File: src/rtl/qarma_stream_ctrl_if.sv
// Stream-side bundle of the QARMAv2 controller: session config, input blocks, output blocks.
// Handshakes: a transfer happens on a rising clk edge where valid and ready are both high;
// a source holds valid and its data steady until that edge, and valid never waits on ready.
interface qarma_stream_ctrl_if #(
   parameter int N     = 128,
   parameter int CTR_W = 64
);
   logic             cfg_valid;
   logic             cfg_ready;
   logic             cfg_enc;
   logic [N-1:0]     cfg_k0;
   logic [N-1:0]     cfg_k1;
   logic [N-1:0]     cfg_tweak;
   logic [CTR_W-1:0] cfg_ctr;

   logic             in_valid;
   logic             in_ready;
   logic [N-1:0]     in_data;
   logic             in_last;

   logic             out_valid;
   logic             out_ready;
   logic [N-1:0]     out_data;
   logic             out_last;

   modport master (
      output cfg_valid, cfg_enc, cfg_k0, cfg_k1, cfg_tweak, cfg_ctr,
      output in_valid, in_data, in_last,
      output out_ready,
      input  cfg_ready, in_ready, out_valid, out_data, out_last
   );

   modport slave (
      input  cfg_valid, cfg_enc, cfg_k0, cfg_k1, cfg_tweak, cfg_ctr,
      input  in_valid, in_data, in_last,
      input  out_ready,
      output cfg_ready, in_ready, out_valid, out_data, out_last
   );
endinterface

File: src/rtl/qarma_stream_ctrl.sv
// Sequential wrapper for a combinational 128-bit QARMAv2 core: registers core inputs per block,
// waits LAT cycles for the core to settle (multicycle path), then presents the result on a stream.
module qarma_stream_ctrl #(
   parameter int N     = 128,
   parameter int CTR_W = 64,
   parameter int LAT   = 2
) (
   input  logic             clk,
   input  logic             rst_n,
   qarma_stream_ctrl_if.slave bus,
   output logic             core_enc_o,
   output logic [N-1:0]     core_k0_o,
   output logic [N-1:0]     core_k1_o,
   output logic [N-1:0]     core_p_o,
   output logic [N-1:0]     core_t0_o,
   output logic [N-1:0]     core_t1_o,
   input  logic [N-1:0]     core_c_i,
   output logic             busy_o,
   output logic [1:0]       state_o
);

   localparam logic [1:0] S_IDLE   = 2'd0;
   localparam logic [1:0] S_LOAD   = 2'd1;
   localparam logic [1:0] S_SETTLE = 2'd2;
   localparam logic [1:0] S_HOLD   = 2'd3;

   localparam logic [3:0] SETTLE_INIT = 4'(LAT - 1);

   logic [1:0]       state_q,    state_d;
   logic             enc_q,      enc_d;
   logic [N-1:0]     k0_q,       k0_d;
   logic [N-1:0]     k1_q,       k1_d;
   logic [N-1:0]     tweak_q,    tweak_d;
   logic [CTR_W-1:0] ctr_q,      ctr_d;
   logic [N-1:0]     core_p_q,   core_p_d;
   logic [N-1:0]     core_t1_q,  core_t1_d;
   logic             last_q,     last_d;
   logic [3:0]       settle_q,   settle_d;
   logic [N-1:0]     out_data_q, out_data_d;
   logic             out_last_q, out_last_d;

   always_comb begin
      state_d    = state_q;
      enc_d      = enc_q;
      k0_d       = k0_q;
      k1_d       = k1_q;
      tweak_d    = tweak_q;
      ctr_d      = ctr_q;
      core_p_d   = core_p_q;
      core_t1_d  = core_t1_q;
      last_d     = last_q;
      settle_d   = settle_q;
      out_data_d = out_data_q;
      out_last_d = out_last_q;

      case (state_q)
         S_IDLE: begin
            if (bus.cfg_valid) begin
               enc_d   = bus.cfg_enc;
               k0_d    = bus.cfg_k0;
               k1_d    = bus.cfg_k1;
               tweak_d = bus.cfg_tweak;
               ctr_d   = bus.cfg_ctr;
               state_d = S_LOAD;
            end
         end
         S_LOAD: begin
            if (bus.in_valid) begin
               core_p_d  = bus.in_data;
               core_t1_d = {{(N-CTR_W){1'b0}}, ctr_q};
               last_d    = bus.in_last;
               ctr_d     = ctr_q + 1'b1;
               settle_d  = SETTLE_INIT;
               state_d   = S_SETTLE;
            end
         end
         S_SETTLE: begin
            // core_c is only sampled once the settle window has fully elapsed
            if (settle_q == 4'd0) begin
               out_data_d = core_c_i;
               out_last_d = last_q;
               state_d    = S_HOLD;
            end else begin
               settle_d = settle_q - 4'd1;
            end
         end
         S_HOLD: begin
            if (bus.out_ready) begin
               state_d = out_last_q ? S_IDLE : S_LOAD;
            end
         end
         default: state_d = S_IDLE;
      endcase
   end

   always_ff @(posedge clk or negedge rst_n) begin
      if (!rst_n) begin
         state_q    <= S_IDLE;
         enc_q      <= 1'b0;
         k0_q       <= '0;
         k1_q       <= '0;
         tweak_q    <= '0;
         ctr_q      <= '0;
         core_p_q   <= '0;
         core_t1_q  <= '0;
         last_q     <= 1'b0;
         settle_q   <= '0;
         out_data_q <= '0;
         out_last_q <= 1'b0;
      end else begin
         state_q    <= state_d;
         enc_q      <= enc_d;
         k0_q       <= k0_d;
         k1_q       <= k1_d;
         tweak_q    <= tweak_d;
         ctr_q      <= ctr_d;
         core_p_q   <= core_p_d;
         core_t1_q  <= core_t1_d;
         last_q     <= last_d;
         settle_q   <= settle_d;
         out_data_q <= out_data_d;
         out_last_q <= out_last_d;
      end
   end

   // Handshake flags decode straight from state, so reset clears out_valid asynchronously.
   assign bus.cfg_ready = (state_q == S_IDLE);
   assign bus.in_ready  = (state_q == S_LOAD);
   assign bus.out_valid = (state_q == S_HOLD);
   assign bus.out_data  = out_data_q;
   assign bus.out_last  = out_last_q;

   assign core_enc_o = enc_q;
   assign core_k0_o  = k0_q;
   assign core_k1_o  = k1_q;
   assign core_t0_o  = tweak_q;
   assign core_p_o   = core_p_q;
   assign core_t1_o  = core_t1_q;
   assign busy_o     = (state_q != S_IDLE);
   assign state_o    = state_q;

endmodule

File: src/flat_wrapper.sv
// flat-port wrapper written by rule: the top's interface ports become plain ports
module qarma_stream_ctrl_flat 
#(
   parameter int N     = 128,
   parameter int CTR_W = 64,
   parameter int LAT   = 2
)
  (clk, rst_n, core_enc_o, core_k0_o, core_k1_o, core_p_o, core_t0_o, core_t1_o, core_c_i, busy_o, state_o, bus_cfg_valid, bus_cfg_enc, bus_cfg_k0, bus_cfg_k1, bus_cfg_tweak, bus_cfg_ctr, bus_in_valid, bus_in_data, bus_in_last, bus_out_ready, bus_cfg_ready, bus_in_ready, bus_out_valid, bus_out_data, bus_out_last);
  qarma_stream_ctrl_if #(.N(N), .CTR_W(CTR_W)) bus_i ();
  input  logic clk;
  input  logic rst_n;
  output logic core_enc_o;
  output logic [N-1:0] core_k0_o;
  output logic [N-1:0] core_k1_o;
  output logic [N-1:0] core_p_o;
  output logic [N-1:0] core_t0_o;
  output logic [N-1:0] core_t1_o;
  input  logic [N-1:0] core_c_i;
  output logic busy_o;
  output logic [1:0] state_o;
  input wire logic [$bits(bus_i.cfg_valid)-1:0] bus_cfg_valid;
  input wire logic [$bits(bus_i.cfg_enc)-1:0] bus_cfg_enc;
  input wire logic [$bits(bus_i.cfg_k0)-1:0] bus_cfg_k0;
  input wire logic [$bits(bus_i.cfg_k1)-1:0] bus_cfg_k1;
  input wire logic [$bits(bus_i.cfg_tweak)-1:0] bus_cfg_tweak;
  input wire logic [$bits(bus_i.cfg_ctr)-1:0] bus_cfg_ctr;
  input wire logic [$bits(bus_i.in_valid)-1:0] bus_in_valid;
  input wire logic [$bits(bus_i.in_data)-1:0] bus_in_data;
  input wire logic [$bits(bus_i.in_last)-1:0] bus_in_last;
  input wire logic [$bits(bus_i.out_ready)-1:0] bus_out_ready;
  output wire logic [$bits(bus_i.cfg_ready)-1:0] bus_cfg_ready;
  output wire logic [$bits(bus_i.in_ready)-1:0] bus_in_ready;
  output wire logic [$bits(bus_i.out_valid)-1:0] bus_out_valid;
  output wire logic [$bits(bus_i.out_data)-1:0] bus_out_data;
  output wire logic [$bits(bus_i.out_last)-1:0] bus_out_last;
  assign bus_i.cfg_valid = bus_cfg_valid;
  assign bus_i.cfg_enc = bus_cfg_enc;
  assign bus_i.cfg_k0 = bus_cfg_k0;
  assign bus_i.cfg_k1 = bus_cfg_k1;
  assign bus_i.cfg_tweak = bus_cfg_tweak;
  assign bus_i.cfg_ctr = bus_cfg_ctr;
  assign bus_i.in_valid = bus_in_valid;
  assign bus_i.in_data = bus_in_data;
  assign bus_i.in_last = bus_in_last;
  assign bus_i.out_ready = bus_out_ready;
  assign bus_cfg_ready = bus_i.cfg_ready;
  assign bus_in_ready = bus_i.in_ready;
  assign bus_out_valid = bus_i.out_valid;
  assign bus_out_data = bus_i.out_data;
  assign bus_out_last = bus_i.out_last;
  qarma_stream_ctrl #(.N(N), .CTR_W(CTR_W), .LAT(LAT)) u_core (.clk(clk), .rst_n(rst_n), .bus(bus_i), .core_enc_o(core_enc_o), .core_k0_o(core_k0_o), .core_k1_o(core_k1_o), .core_p_o(core_p_o), .core_t0_o(core_t0_o), .core_t1_o(core_t1_o), .core_c_i(core_c_i), .busy_o(busy_o), .state_o(state_o));
endmodule
File: config.mk
export PLATFORM = sky130hd
export DESIGN_NAME = qarma_stream_ctrl_flat
export DESIGN_NICKNAME = d
export VERILOG_FILES = /design/src/rtl/qarma_stream_ctrl_if.sv /design/src/rtl/qarma_stream_ctrl.sv /design/src/flat_wrapper.sv
export SDC_FILE = /design/constraint.sdc
export NUM_CORES = 1
export LEC_CHECK = 0
export CAP_MARGIN = 30
export CORE_AREA = 2 2 577 579
export DETAILED_ROUTE_END_ITERATION = 16
export DIE_AREA = 0 0 579 581
export GPL_TIMING_DRIVEN = 0
export PLACE_DENSITY = 0.36
export SYNTH_ARGS = -nofsm -noshare
export SYNTH_HDL_FRONTEND = slang
export SYNTH_SLANG_ARGS = --single-unit
File: constraint.sdc
create_clock -name clk -period 4.6 [get_ports clk]
set_input_delay 0.69 -clock clk [delete_from_list [all_inputs] [get_ports clk]]
set_output_delay 0.69 -clock clk [all_outputs]
set_load 0.02 [all_outputs]
# After elaboration in Yosys (flattened, before gate mapping)
# Cells that the tools add are included.
[op_classes]
n_mux = 12
add_sub_neg = 2
eq_ne = 8
reduce_logical = 11
[op_table]
columns = ["cell", "count"]
rows = [
  ["$mux 64", 2],
  ["$pmux 64 s2", 1],
  ["$add 64x1->64 const B", 1],
  ["$mux 2", 4],
  ["$mux 4", 2],
  ["$ne 2x2->1 const B", 4],
  ["$pmux 2 s4", 1],
  ["$pmux 4 s2", 1],
  ["$reduce_and 2->1", 3],
  ["$reduce_and 3->1", 2],
  ["$reduce_bool 2->1", 3],
  ["$eq 2x2->1 const B", 2],
  ["$logic_not 4->1", 1],
  ["$reduce_and 4->1", 1],
  ["$sub 4x1->4 const B", 1],
  ["$eq 2x1->1 const B", 1],
  ["$logic_not 2->1", 1],
  ["$ne 2x1->1 const B", 1],
  ["$mux 1", 1],
]
[word_totals]
word_cells = 45
regBits = 777

# Longest topological paths before layout
# Gate-level depths: netlist (run 1).
[logic_depth]
depth_word = 3
ltp_mapped = 11
ltp_nobuf = 8

# Worst setup path after synthesis (run 1)
# OpenSTA, ideal clock, no wires.
[synth_path]
path_kind = "register to register"
start = "register u_core.state_q[1], in the netlist u_core.state_o[1]"
end = "register u_core.ctr_q[44]"
setup_slack_ns = 2.068
arrival_time_ns = 2.414
setup_time_ns = 0.119
stages_incl_launch_ff = 11
required_time_ns = 4.481
cell_sequence = "dfrtp_1 -> inv_1 -> ha_1 -> buf_2 -> nor2b_1 -> nor2_1 -> o21ai_0 -> clkbuf_1 -> buf_1 -> a21oi_1 -> o21a_1"
[synth_between]
elab_chain_len = 3
elab_cells_between_ends = 7
classes_between = "eq/ne (3); mux (1); reduce/logical (3)"
[synth_lines]
columns = ["item", "line_no", "source"]
rows = [
  ["start: declaration", "qarma_stream_ctrl.sv:29", "logic [1:0] state_q, state_d;"],
  ["start signal: assignment", "qarma_stream_ctrl.sv:111", "state_q <= state_d;"],
  ["$eq 2x1->1 *", "-", ""],
  ["via bus_in_ready", "flat_wrapper.sv:32", "output wire logic [$bits(bus_i.in_ready)-1:0] bus_in_ready;"],
  ["$ne 2x2->1 (no source line) or $reduce_bool 2->1 (tied branches)", "-", ""],
  ["$reduce_and 3->1 (no source line)", "-", ""],
  ["end signal: assignment", "qarma_stream_ctrl.sv:116", "ctr_q <= ctr_d;"],
  ["end: declaration", "qarma_stream_ctrl.sv:34", "logic [CTR_W-1:0] ctr_q, ctr_d;"],
]
# Mark *: on every way through the listed nets, which the timed path passes. The rest lies on a longest branch.
# A chain may end at the register's enable or synchronous reset.

# Worst setup path after layout (run 1)
[layout_path]
start = "register u_core.state_q[1], in the netlist u_core.state_o[1]"
end = "register u_core.ctr_q[29]"
[layout_between]
elab_chain_len = 3
elab_cells_between_ends = 7
classes_between = "eq/ne (3); mux (1); reduce/logical (3)"
[layout_lines]
columns = ["item", "line_no", "source"]
rows = [
  ["$eq 2x1->1 or $logic_not 2->1 (tied branches)", "qarma_stream_ctrl.sv:56", "case (state_q)"],
  ["$ne 2x2->1 (no source line) or $reduce_bool 2->1 (tied branches)", "-", ""],
  ["$reduce_and 3->1 (no source line)", "-", ""],
]
# Several ways; a longest one is shown, not always the timed one.

==> results of run 1 <==
## state kept, by name (all words and copies together), names as in the netlist
register	flops
u_core.state_o	2
u_core.core_p_o	128
u_core.bus.out_last	1
u_core.core_k1_o	128
u_core.last_q	1
u_core.core_enc_o	1
u_core.settle_q	4
u_core.core_k0_o	128
u_core.core_t0_o	128
u_core.bus.out_data	128
u_core.core_t1_o	64
u_core.ctr_q	64
## layer usage
metal | routed length, um | up-vias | share of wire
li1 | - | 10940 | -
met1 | 97050 | 13130 | 0.38
met2 | 119400 | 1516 | 0.47
met3 | 30050 | 427 | 0.12
met4 | 5610 | 70 | 0.022
met5 | 444 | - | 0.0018
## power by group through the flow
stage	combinational, W	sequential [W]	clock [W]
2_1_floorplan	0.00589	0.0161	0
3_3_place_gp	0.0238	0.0131	0
3_5_place_dp	0.0239	0.0131	0
4_1_cts	0.0239	0.0130	0.00924
5_1_grt	0.0246	0.0134	0.00946
6_report	0.0232	0.0130	0.00884
## cell families (layout without fill, tap and decap cells)
logic type,count (synthesis),in the layout
and+or+nand+nor,270,270
AOI/OAI and AO/OA,196,196
muxes,711,711
other,1,93
buffers and inverters,193,1832
DFF,777,777
adders and majority gates,8,8
## through the flow
| step | worst slack, ns | utilization | cells |
|---|---|---|---|
| 3_3_place_gp | -37.64 | 0.1550 | 8007 |
| 3_5_place_dp | 0.5693 | 0.1561 | 8022 |
| 4_1_cts | 0.8115 | 0.1673 | 8222 |
| 2_1_floorplan | 2.068 | - | 2219 |
| 6_report | 0.9070 | 0.1676 | 8253 |
| 5_1_grt | 0.7188 | 0.1674 | 8231 |
## cell usage in the layout, fill, tap and decap left out, types with 5 or more instances in the layout
master,synthesis,layout
clkdlybuf4s50_1,0,1421
dfrtp_1,777,777
mux2_2,704,704
clkbuf_1,98,124
clkbuf_16,0,112
nand2_1,79,79
a21oi_1,75,75
buf_4,66,66
conb_1,1,64
nor2_1,43,43
nand3_1,43,43
o21ai_0,34,34
clkbuf_8,0,31
diode_2,0,29
nand4_1,28,28
o22ai_1,25,25
a2bb2oi_1,21,21
and3_1,17,17
clkinv_2,0,15
buf_1,14,13
nor3_1,12,12
inv_1,11,11
buf_16,0,11
or3_1,10,10
and4_1,10,10
ha_1,8,8
mux2i_1,7,7
nor4_1,7,7
a31oi_1,7,7
buf_2,3,5
and2_1,5,5
a22oi_1,5,5
o32ai_1,5,5
bufinv_16,0,5
buf_8,0,5
## layout make-up
type | instances | area share
clock inverters | 30 | 0.006454
flip-flops and latches | 777 | 0.3519
inverters | 11 | 0.0007474
plain buffers | 182 | 0.01696
clock buffers | 169 | 0.06022
repair buffers | 1440 | 0.2647
multi-input cells | 1249 | 0.1988
well taps | 4366 | 0.09888
diodes | 29 | 0.001314
## critical path, delay by kind of cell (launching register included)
family,cells,cell delay (ns)
AOI/OAI and AO/OA,2,0.49
adders and majority gates,1,0.21
buffers and inverters,4,1.80
DFF,1,0.42
and+or+nand+nor,3,0.62
## cell usage after synthesis, types with 5 or more instances
master / count / share of area
clkbuf_1: 98 / 0.012
or3_1: 10 / 0.0020
mux2_2: 704 / 0.25
inv_1: 11 / 0.0013
nand2_1: 79 / 0.0095
nor4_1: 7 / 0.0014
buf_4: 66 / 0.016
nor2_1: 43 / 0.0052
and3_1: 17 / 0.0034
nand4_1: 28 / 0.0056
o21ai_0: 34 / 0.0055
dfrtp_1: 777 / 0.62
nor3_1: 12 / 0.0019
nand3_1: 43 / 0.0069
and4_1: 10 / 0.0028
mux2i_1: 7 / 0.0022
a21oi_1: 75 / 0.012
a31oi_1: 7 / 0.0014
a2bb2oi_1: 21 / 0.0059
buf_1: 14 / 0.0017
o22ai_1: 25 / 0.0050
o32ai_1: 5 / 0.0014
a22oi_1: 5 / 0.0012
and2_1: 5 / 0.0010
ha_1: 8 / 0.0032
## worst paths after layout
kind	startpoint	end	slack [ns]	cells after the start
worst max-delay path	u_core.state_o[1]	u_core.ctr_q[29]	0.91	10
worst min-delay path	rst_n	u_core.core_p_o[57]	0.40	2
worst max register to register	u_core.state_o[1]	u_core.ctr_q[29]	0.91	10
worst min register to register	u_core.last_q	u_core.bus.out_last	0.48	2
max in group asynchronous	rst_n	u_core.core_k1_o[10]	1.92	6
min in group clk	bus_cfg_tweak[87]	u_core.core_t0_o[87]	0.45	2
## timing repair
action,4_1_cts,5_1_grt
hold buffers,1,0
buffers inserted,0,0
endpoints found under the hold margin,60,0
resized for setup,0,0
==> results.py, run 1 <==
metrics = {
    "timing": {
        "rsz0062_at_grt": "no",
        "setup_viol": 0,
        "hold_viol_final": 0,
        "period_needed_ns": 3.693,
        "worst_hold_slack_ns": 0.4032,
        "setup_tns_ns": 0,
        "skew_ns": 0.04783,
        "fmax_mhz": 270.8,
        "relSlewSlack": 0.2620,
        "min_period_over_period": 0.8028,
        "drv_slew": 0,
        "worst_pin_slew_ns": 1.103,
    },
    "floorplan": {
        "num_rows": 211,
        "die_w_um": 579,
        "io_pins": 1487,
        "core_mm2": 0.3297,
        "die_y_um": 581,
        "start_util": 0.09453,
        "dieArea_mm2": 0.3364,
    },
    "power_and_ir_drop": {
        "p_int_w": 0.02535,
        "power_w": 0.04501,
        "seqPwrFrac": 0.289,
        "vdd_drop_max_v": 0.0003420,
        "swShare": 0.4368,
        "pwr-share-clk": 0.196,
        "p_leak_nw": 21.28,
        "p_comb_frac": 0.515,
        "power_density_mw_per_mm2": 814.7,
        "switchingPower_w": 0.01966,
    },
    "logic_synthesis": {
        "synth-simple-area-share": 0.04568,
        "synthDistinctLibCells": 55,
        "synth_seq_area_share": 0.6238,
        "synthAdderAreaFrac": 0.003211,
        "synth_edf_count": 0,
        "async_flop_share": 1.000,
        "synth_warnings": 0,
        "syn_avg_cell_area_um2": 14.46,
        "muxShareOfSynthArea": 0.2566,
        "post_synth_xor_area_fraction": 0,
        "ys_seq_elements": 777,
        "synthFlopType": "dfrtp_1",
        "synth_area_mm2": 0.03117,
        "synthCells": 2156,
        "synth_top_family_by_area": "multiplexers",
        "synth_compound_area_frac": 0.03926,
    },
    "placed_design": {
        "place_congestion": 0.8980,
        "hpwl_um": 221000,
        "placed_cell_area_mm2": 0.05146,
        "io_buffers": 1422,
    },
    "drt": {
        "vias_per_cell": 3.161,
        "drt_pass1_iterations": 6,
        "wl_um": 252500,
        "drt-wirelength-per-cell_um": 30.60,
        "drtAntennaViolNets": 0,
        "via_count": 26090,
        "drtIter0Drc": 1546,
        "drc": 0,
    },
    "grt": {
        "grt_util_met1": 0.1643,
        "grt_pass1_wl_um": 313800,
        "grt_pass1_vias": 26660,
        "met3_usage": 0.07319,
        "grt_max_degree": 98,
        "grt_overflow_total": 0,
        "antenna_found_initial": 178,
        "grt_use_met2": 0.2450,
        "grt_usage": 0.1453,
        "grt-busiest-layer": "met2",
    },
    "finish": {
        "fillCellCount": 36280,
        "drive_gt1_frac": 0.2532,
        "final_area_mm2": 0.05525,
        "area_growth_pct": 77.25,
        "multi_input_area_mm2": 0.01099,
        "layout.nets": 4492,
        "seqCellArea_mm2": 0.01944,
    },
    "worst_setup_path": {
        "worstPathMaxFanout": 10,
        "cpMostUsedCell": "nor2_1",
        "max_stage_delay_ns": 0.79,
        "path_cells": "inv_1, ha_1, buf_2, nor2b_1, nor2_1, o21ai_0, clkbuf_1, buf_1, nor2_1, a2bb2oi_1",
        "crit_type": "flop to flop",
        "cp.arrival_ns": 4.35,
        "endpoint_kind": "flop",
        "cpMaxStageDelayCell": "buf_1",
        "start_kind": "flop",
        "required_ns": 5.26,
    },
    "clocking": {
        "htree_num_levels": 3,
        "clockBufferDepth": 4,
        "clkSinkCount": 777,
        "cts_buffers": 112,
        "tritoncts": "built",
        "cts-root-buf": "clkbuf_16",
        "clk_pin_slew_ns": 0.06,
        "worstSkewPairLatency_ns": 0.85,
    },
    "run_status": {
        "status": "completed",
    },
    "flow_run": {
        "cap_violations": 0,
    },
    "worst_hold_path": {
        "hold_class": "primary input to async pin",
    },
}
(Power assumes the default switching activity.)
==> inputs of run 2 (changes only) <==
--- a/config.mk
+++ b/config.mk
@@ -6,9 +6,9 @@
 export NUM_CORES = 1
 export LEC_CHECK = 0
 export CAP_MARGIN = 30
-export CORE_AREA = 2 2 577 579
+export CORE_AREA = 2 2 581 583
 export DETAILED_ROUTE_END_ITERATION = 16
-export DIE_AREA = 0 0 579 581
+export DIE_AREA = 0 0 583 585
 export GPL_TIMING_DRIVEN = 0
 export PLACE_DENSITY = 0.36
 export SYNTH_ARGS = -nofsm -noshare
==> constraint.sdc (replaced) <==
create_clock -name clk -period 3.8 [get_ports clk]
set_input_delay 0.57 -clock clk [delete_from_list [all_inputs] [get_ports clk]]
set_output_delay 0.57 -clock clk [all_outputs]
set_load 0.02 [all_outputs]
==> results.py, run 2 (synthesis results as in run 1) <==
metrics = {
    "worst_setup_path": {
        "max_stage_delay_ns": 0.70,
        "start_kind": "flop",
        "r2r-end": "u_core.ctr_q[29]",
        "cpMostUsedCell": "nor2_1",
        "required_ns": 4.44,
        "regToRegSetupSlack_ns": 0.28,
        "cpMaxStageDelayCell": "buf_1",
        "path_cells": "inv_1, ha_1, buf_2, nor2b_1, nor2_1, o21ai_0, clkbuf_1, buf_1, nor2_1, a2bb2oi_1",
        "endpoint_kind": "flop",
        "cp-endpoint": "u_core.ctr_q[29]",
        "crit_start": "u_core.state_o[1]",
        "rr_startpoint": "u_core.state_o[1]",
        "worstPathMaxFanout": 10,
        "cp.arrival_ns": 4.16,
        "crit_type": "flop to flop",
        "r2r_cells": 10,
    },
    "timing": {
        "worst_pin_slew_ns": 0.9825,
        "rsz0062_at_grt": "no",
        "drv_slew": 0,
        "fmax_mhz": 284.2,
        "period_needed_ns": 3.519,
        "worst_hold_slack_ns": 0.3052,
        "skew_ns": 0.09391,
        "min_period_over_period": 0.9260,
        "setup_viol": 0,
        "setup_tns_ns": 0,
        "hold_viol_final": 0,
        "relSlewSlack": 0.3426,
    },
    "drt": {
        "via_count": 25870,
        "drtIter0Drc": 1319,
        "drc": 0,
        "wl_um": 244800,
        "drt-wirelength-per-cell_um": 29.45,
        "drtAntennaViolNets": 0,
        "drt_pass1_iterations": 7,
        "vias_per_cell": 3.111,
    },
    "power_and_ir_drop": {
        "vdd_drop_max_v": 0.0004335,
        "seqPwrFrac": 0.297,
        "p_leak_nw": 21.25,
        "power_density_mw_per_mm2": 970.7,
        "swShare": 0.4294,
        "p_comb_frac": 0.506,
        "p_int_w": 0.03064,
        "switchingPower_w": 0.02306,
        "pwr-share-clk": 0.197,
    },
    "floorplan": {
        "core_mm2": 0.3353,
        "start_util": 0.09297,
        "die_w_um": 583,
        "num_rows": 213,
        "dieArea_mm2": 0.3411,
        "io_pins": 1487,
        "die_y_um": 585,
    },
    "flow_run": {
        "cap_violations": 0,
    },
    "clocking": {
        "tritoncts": "built",
        "clockBufferDepth": 4,
        "cts-root-buf": "clkbuf_16",
        "htree_num_levels": 3,
        "worstSkewPairLatency_ns": 0.88,
        "clk_pin_slew_ns": 0.06,
        "clkSinkCount": 777,
        "cts_buffers": 110,
    },
    "run_status": {
        "status": "completed",
    },
    "grt": {
        "grt_overflow_total": 0,
        "grt_pass1_wl_um": 304200,
        "grt_max_degree": 109,
        "grt_usage": 0.1386,
        "grt_pass1_vias": 26760,
        "antenna_found_initial": 198,
    },
    "finish": {
        "final_common_cell": "clkdlybuf4s50_1",
        "drive_gt1_frac": 0.2536,
        "layout_common_cells": "clkdlybuf4s50_1, dfrtp_1, mux2_2",
        "fillCellCount": 37080,
        "area_growth_pct": 77.45,
        "multi_input_area_mm2": 0.01099,
        "seqCellArea_mm2": 0.01944,
        "layout.nets": 4492,
    },
    "placed_design": {
        "place_congestion": 0.8686,
        "hpwl_um": 212300,
        "io_buffers": 1422,
    },
    "worst_hold_path": {
        "hold_class": "primary input to flop",
    },
}
## run 2: worst min path at each step
| stage | end | cells after the start | from | slack (ns) |
|---|---|---|---|---|
| detailed placement | u_core.bus.out_last | 2 | u_core.last_q | 0.47 |
| global route | u_core.core_t0_o[45] | 2 | bus_cfg_tweak[45] | 0.24 |
| global placement | u_core.bus.out_last | 2 | u_core.last_q | 0.46 |
| CTS | u_core.core_t0_o[45] | 2 | bus_cfg_tweak[45] | 0.20 |
| floorplan | u_core.bus.out_data[0] | 0 | rst_n | 0.27 |
| finish | u_core.core_k1_o[57] | 2 | bus_cfg_k1[57] | 0.31 |
## run 2: area by class of cell
class,count,area share
Antenna cell,55,0.002488
Clock buffer,161,0.05830
Inverter,11,0.0007465
Tap cell,4407,0.09969
Sequential cell,777,0.3515
Timing Repair Buffer,1442,0.2645
Multi-Input combinational cell,1249,0.1987
Buffer,182,0.01697
Clock inverter,31,0.007081
## run 2: through the flow
stage | instance area, um^2 | setup slack (ns) | power [W] | std cells | utilization
3_5_place_dp | 51550 | 0.02539 | 0.04416 | 8067 | 0.1538
2_1_floorplan | 31410 | 1.268 | 0.02666 | 2219 | -
5_1_grt | 55260 | 0.07361 | 0.05675 | 8295 | 0.1648
3_3_place_gp | 51150 | -38.16 | 0.04399 | 8048 | 0.1526
4_1_cts | 55170 | 0.2256 | 0.05526 | 8260 | 0.1646
6_report | 55310 | 0.2811 | 0.05369 | 8315 | 0.1650
## run 2: power groups by stage
stage          Sequential, W  Combinational [W]  Clock (W)
3_5_place_dp          0.0161             0.0281          0
3_3_place_gp          0.0161             0.0279          0
2_1_floorplan         0.0195            0.00714          0
5_1_grt               0.0165             0.0290     0.0113
4_1_cts               0.0160             0.0282     0.0111
6_report              0.0159             0.0272     0.0106
## run 2: timing repair
item / 4_1_cts / 5_1_grt
hold buffers: 1 / 0
resized for setup: 0 / 0
endpoints found under the hold margin: 106 / 0
setup buffers: 0 / 0
## run 2: critical path, delay by kind of cell, from the launching register on
family / cells / cell delay [ns]
AND/OR/NAND/NOR: 3 / 0.61
AO/OA/AOI/OAI: 2 / 0.46
adder cells (fa/ha/maj): 1 / 0.20
flip-flops: 1 / 0.43
buffers and inverters: 4 / 1.66
## run 2: per-layer routing
metal,up-vias,share of wire,track usage
met5,-,0.0028,0
met4,120,0.029,0.03861
met3,427,0.14,0.08524
met2,1431,0.48,0.2338
met1,12920,0.35,0.1428
li1,10970,-,-
==> inputs of run 3 (changes only) <==
--- a/config.mk
+++ b/config.mk
@@ -9,8 +9,8 @@
 export CORE_AREA = 2 2 581 583
 export DETAILED_ROUTE_END_ITERATION = 16
 export DIE_AREA = 0 0 583 585
-export GPL_TIMING_DRIVEN = 0
 export PLACE_DENSITY = 0.36
 export SYNTH_ARGS = -nofsm -noshare
 export SYNTH_HDL_FRONTEND = slang
 export SYNTH_SLANG_ARGS = --single-unit
+export TNS_END_PERCENT = 1
==> results.py, run 3 (synthesis results as in run 1) <==
metrics = {
    "run_status": {
        "status": "completed",
    },
    "worst_setup_path": {
        "worstPathMaxFanout": 5,
        "max_stage_delay_ns": 0.75,
        "path_buf_inv": 3,
        "path_cells": "inv_1, ha_1, inv_1, clkdlybuf4s50_1",
        "required_ns": 3.23,
        "cpMaxStageDelayCell": "clkdlybuf4s50_1",
        "crit_type": "flop to output port",
        "cp_top_family": "buffers and inverters",
        "cpMostUsedCell": "inv_1",
        "endpoint_kind": "output port",
        "cp.arrival_ns": 2.95,
        "start_kind": "flop",
    },
    "clocking": {
        "htree_num_levels": 3,
        "clk_pin_slew_ns": 0.06,
        "postCtsSetupBuffers": 0,
        "clockBufferDepth": 4,
        "cts_buffers": 113,
        "tritoncts": "built",
        "worstSkewPairLatency_ns": 0.89,
        "cts-root-buf": "clkbuf_16",
        "clkSinkCount": 777,
    },
    "timing": {
        "drv_slew": 0,
        "setup_tns_ns": 0,
        "setup_viol": 0,
        "relSlewSlack": 0.3070,
        "fmax_mhz": 283.8,
        "skew_ns": 0.06083,
        "min_period_over_period": 0.9272,
        "rsz0062_at_grt": "no",
        "period_needed_ns": 3.523,
        "hold_viol_final": 0,
        "worst_pin_slew_ns": 1.036,
        "setup_slack_ns": 0.2767,
    },
    "placed_design": {
        "place_ws_ns": 0.8824,
        "dp.cells": 7920,
        "io_buffers": 1422,
        "placed_cell_area_mm2": 0.05093,
        "place_congestion": 0.8420,
        "hpwl_um": 203300,
    },
    "drt": {
        "drt_pass1_iterations": 5,
        "drtAntennaViolNets": 0,
        "via_count": 25250,
        "drtIter0Drc": 1229,
        "drc": 0,
        "highest_layer": "met5",
        "drt-met1-wl_um": 82730,
        "wl_met3_um": 34660,
        "dr_wl_met2_um": 112100,
        "drt-wirelength-per-cell_um": 29.15,
        "vias_per_cell": 3.094,
        "wl_um": 237900,
    },
    "floorplan": {
        "io_pins": 1487,
        "die_y_um": 585,
        "die_w_um": 583,
        "start_util": 0.09297,
        "dieArea_mm2": 0.3411,
        "num_rows": 213,
        "core_mm2": 0.3353,
    },
    "grt": {
        "grt_pass1_wl_um": 297300,
        "grt_usage": 0.1348,
        "grt_overflow_total": 0,
        "grt_pass1_vias": 26150,
        "antenna_found_initial": 203,
        "grt_max_degree": 139,
    },
    "finish": {
        "fin_cells": 8160,
        "drive_gt1_frac": 0.2565,
        "final_area_mm2": 0.05475,
        "layout_common_cells": "clkdlybuf4s50_1, dfrtp_1, mux2_2",
        "layout.nets": 4348,
        "fin_util": 0.1633,
        "final_common_cell": "clkdlybuf4s50_1",
        "area_growth_pct": 75.65,
    },
    "power_and_ir_drop": {
        "vdd_drop_max_v": 0.0004167,
        "p_leak_nw": 20.97,
        "power_density_mw_per_mm2": 982.4,
    },
    "flow_run": {
        "cap_violations": 0,
    },
    "worst_hold_path": {
        "hold_class": "primary input to flop",
    },
}
-- run 3: metrics by stage --
step	total power (W)	hold slack, ns
6_report	0.05378	0.2929
5_1_grt	0.05693	0.2422
4_1_cts	0.05536	0.1833
3_5_place_dp	0.04400	0.4649
3_3_place_gp	0.04379	0.4655
2_1_floorplan	0.02666	0.2744
-- run 3: worst paths after layout --
check	start	end	slack (ns)	cells past startpoint
max in group asynchronous	rst_n	u_core.core_k0_o[62]	2.26	3
setup reg to reg	u_core.state_o[1]	u_core.ctr_q[8]	0.89	8
min in group asynchronous	rst_n	u_core.core_k0_o[84]	0.30	2
hold reg to reg	u_core.core_t1_o[61]	u_core.core_t1_o[61]	0.48	2
hold / removal	bus_cfg_ctr[39]	u_core.ctr_q[39]	0.29	3
setup / recovery	u_core.state_o[1]	busy_o	0.28	4
-- run 3: per-layer routing --
| metal | up-vias | GRT usage |
|---|---|---|
| li1 | 10660 | - |
| met1 | 12540 | 0.1378 |
| met5 | - | 0 |
| met4 | 118 | 0.03912 |
| met2 | 1443 | 0.2246 |
| met3 | 491 | 0.08761 |
-- run 3: final cells by class --
cell class / instances / area [um^2]
Multi-Input combinational cell: 1249 / 11040
Clock inverter: 39 / 434.2
Fill cell: 37000 / 280500
Inverter: 11 / 41.29
Tap cell: 4407 / 5514
Clock buffer: 163 / 3287
Sequential cell: 777 / 19440
Timing Repair Buffer: 1477 / 14900
Antenna cell: 37 / 92.59
-- run 3: power breakdown --
part           total [W]  switching, W  internal (W)
logic             0.0273        0.0155        0.0118
registers         0.0157       0.00313        0.0125
clock network     0.0108       0.00450       0.00633
total             0.0538        0.0231        0.0306
-- run 3: tightest hold or removal path, cell delays in order --
cell and delay, ns:
clkdlybuf4s50_1 0.44, nand2_1 0.07, nand3_1 0.06
-- run 3: repair_timing --
| item | 4_1_cts | 5_1_grt |
|---|---|---|
| hold buffers | 1 | 0 |
| resized for setup | 0 | 0 |
| hold endpoints to repair | 52 | 0 |
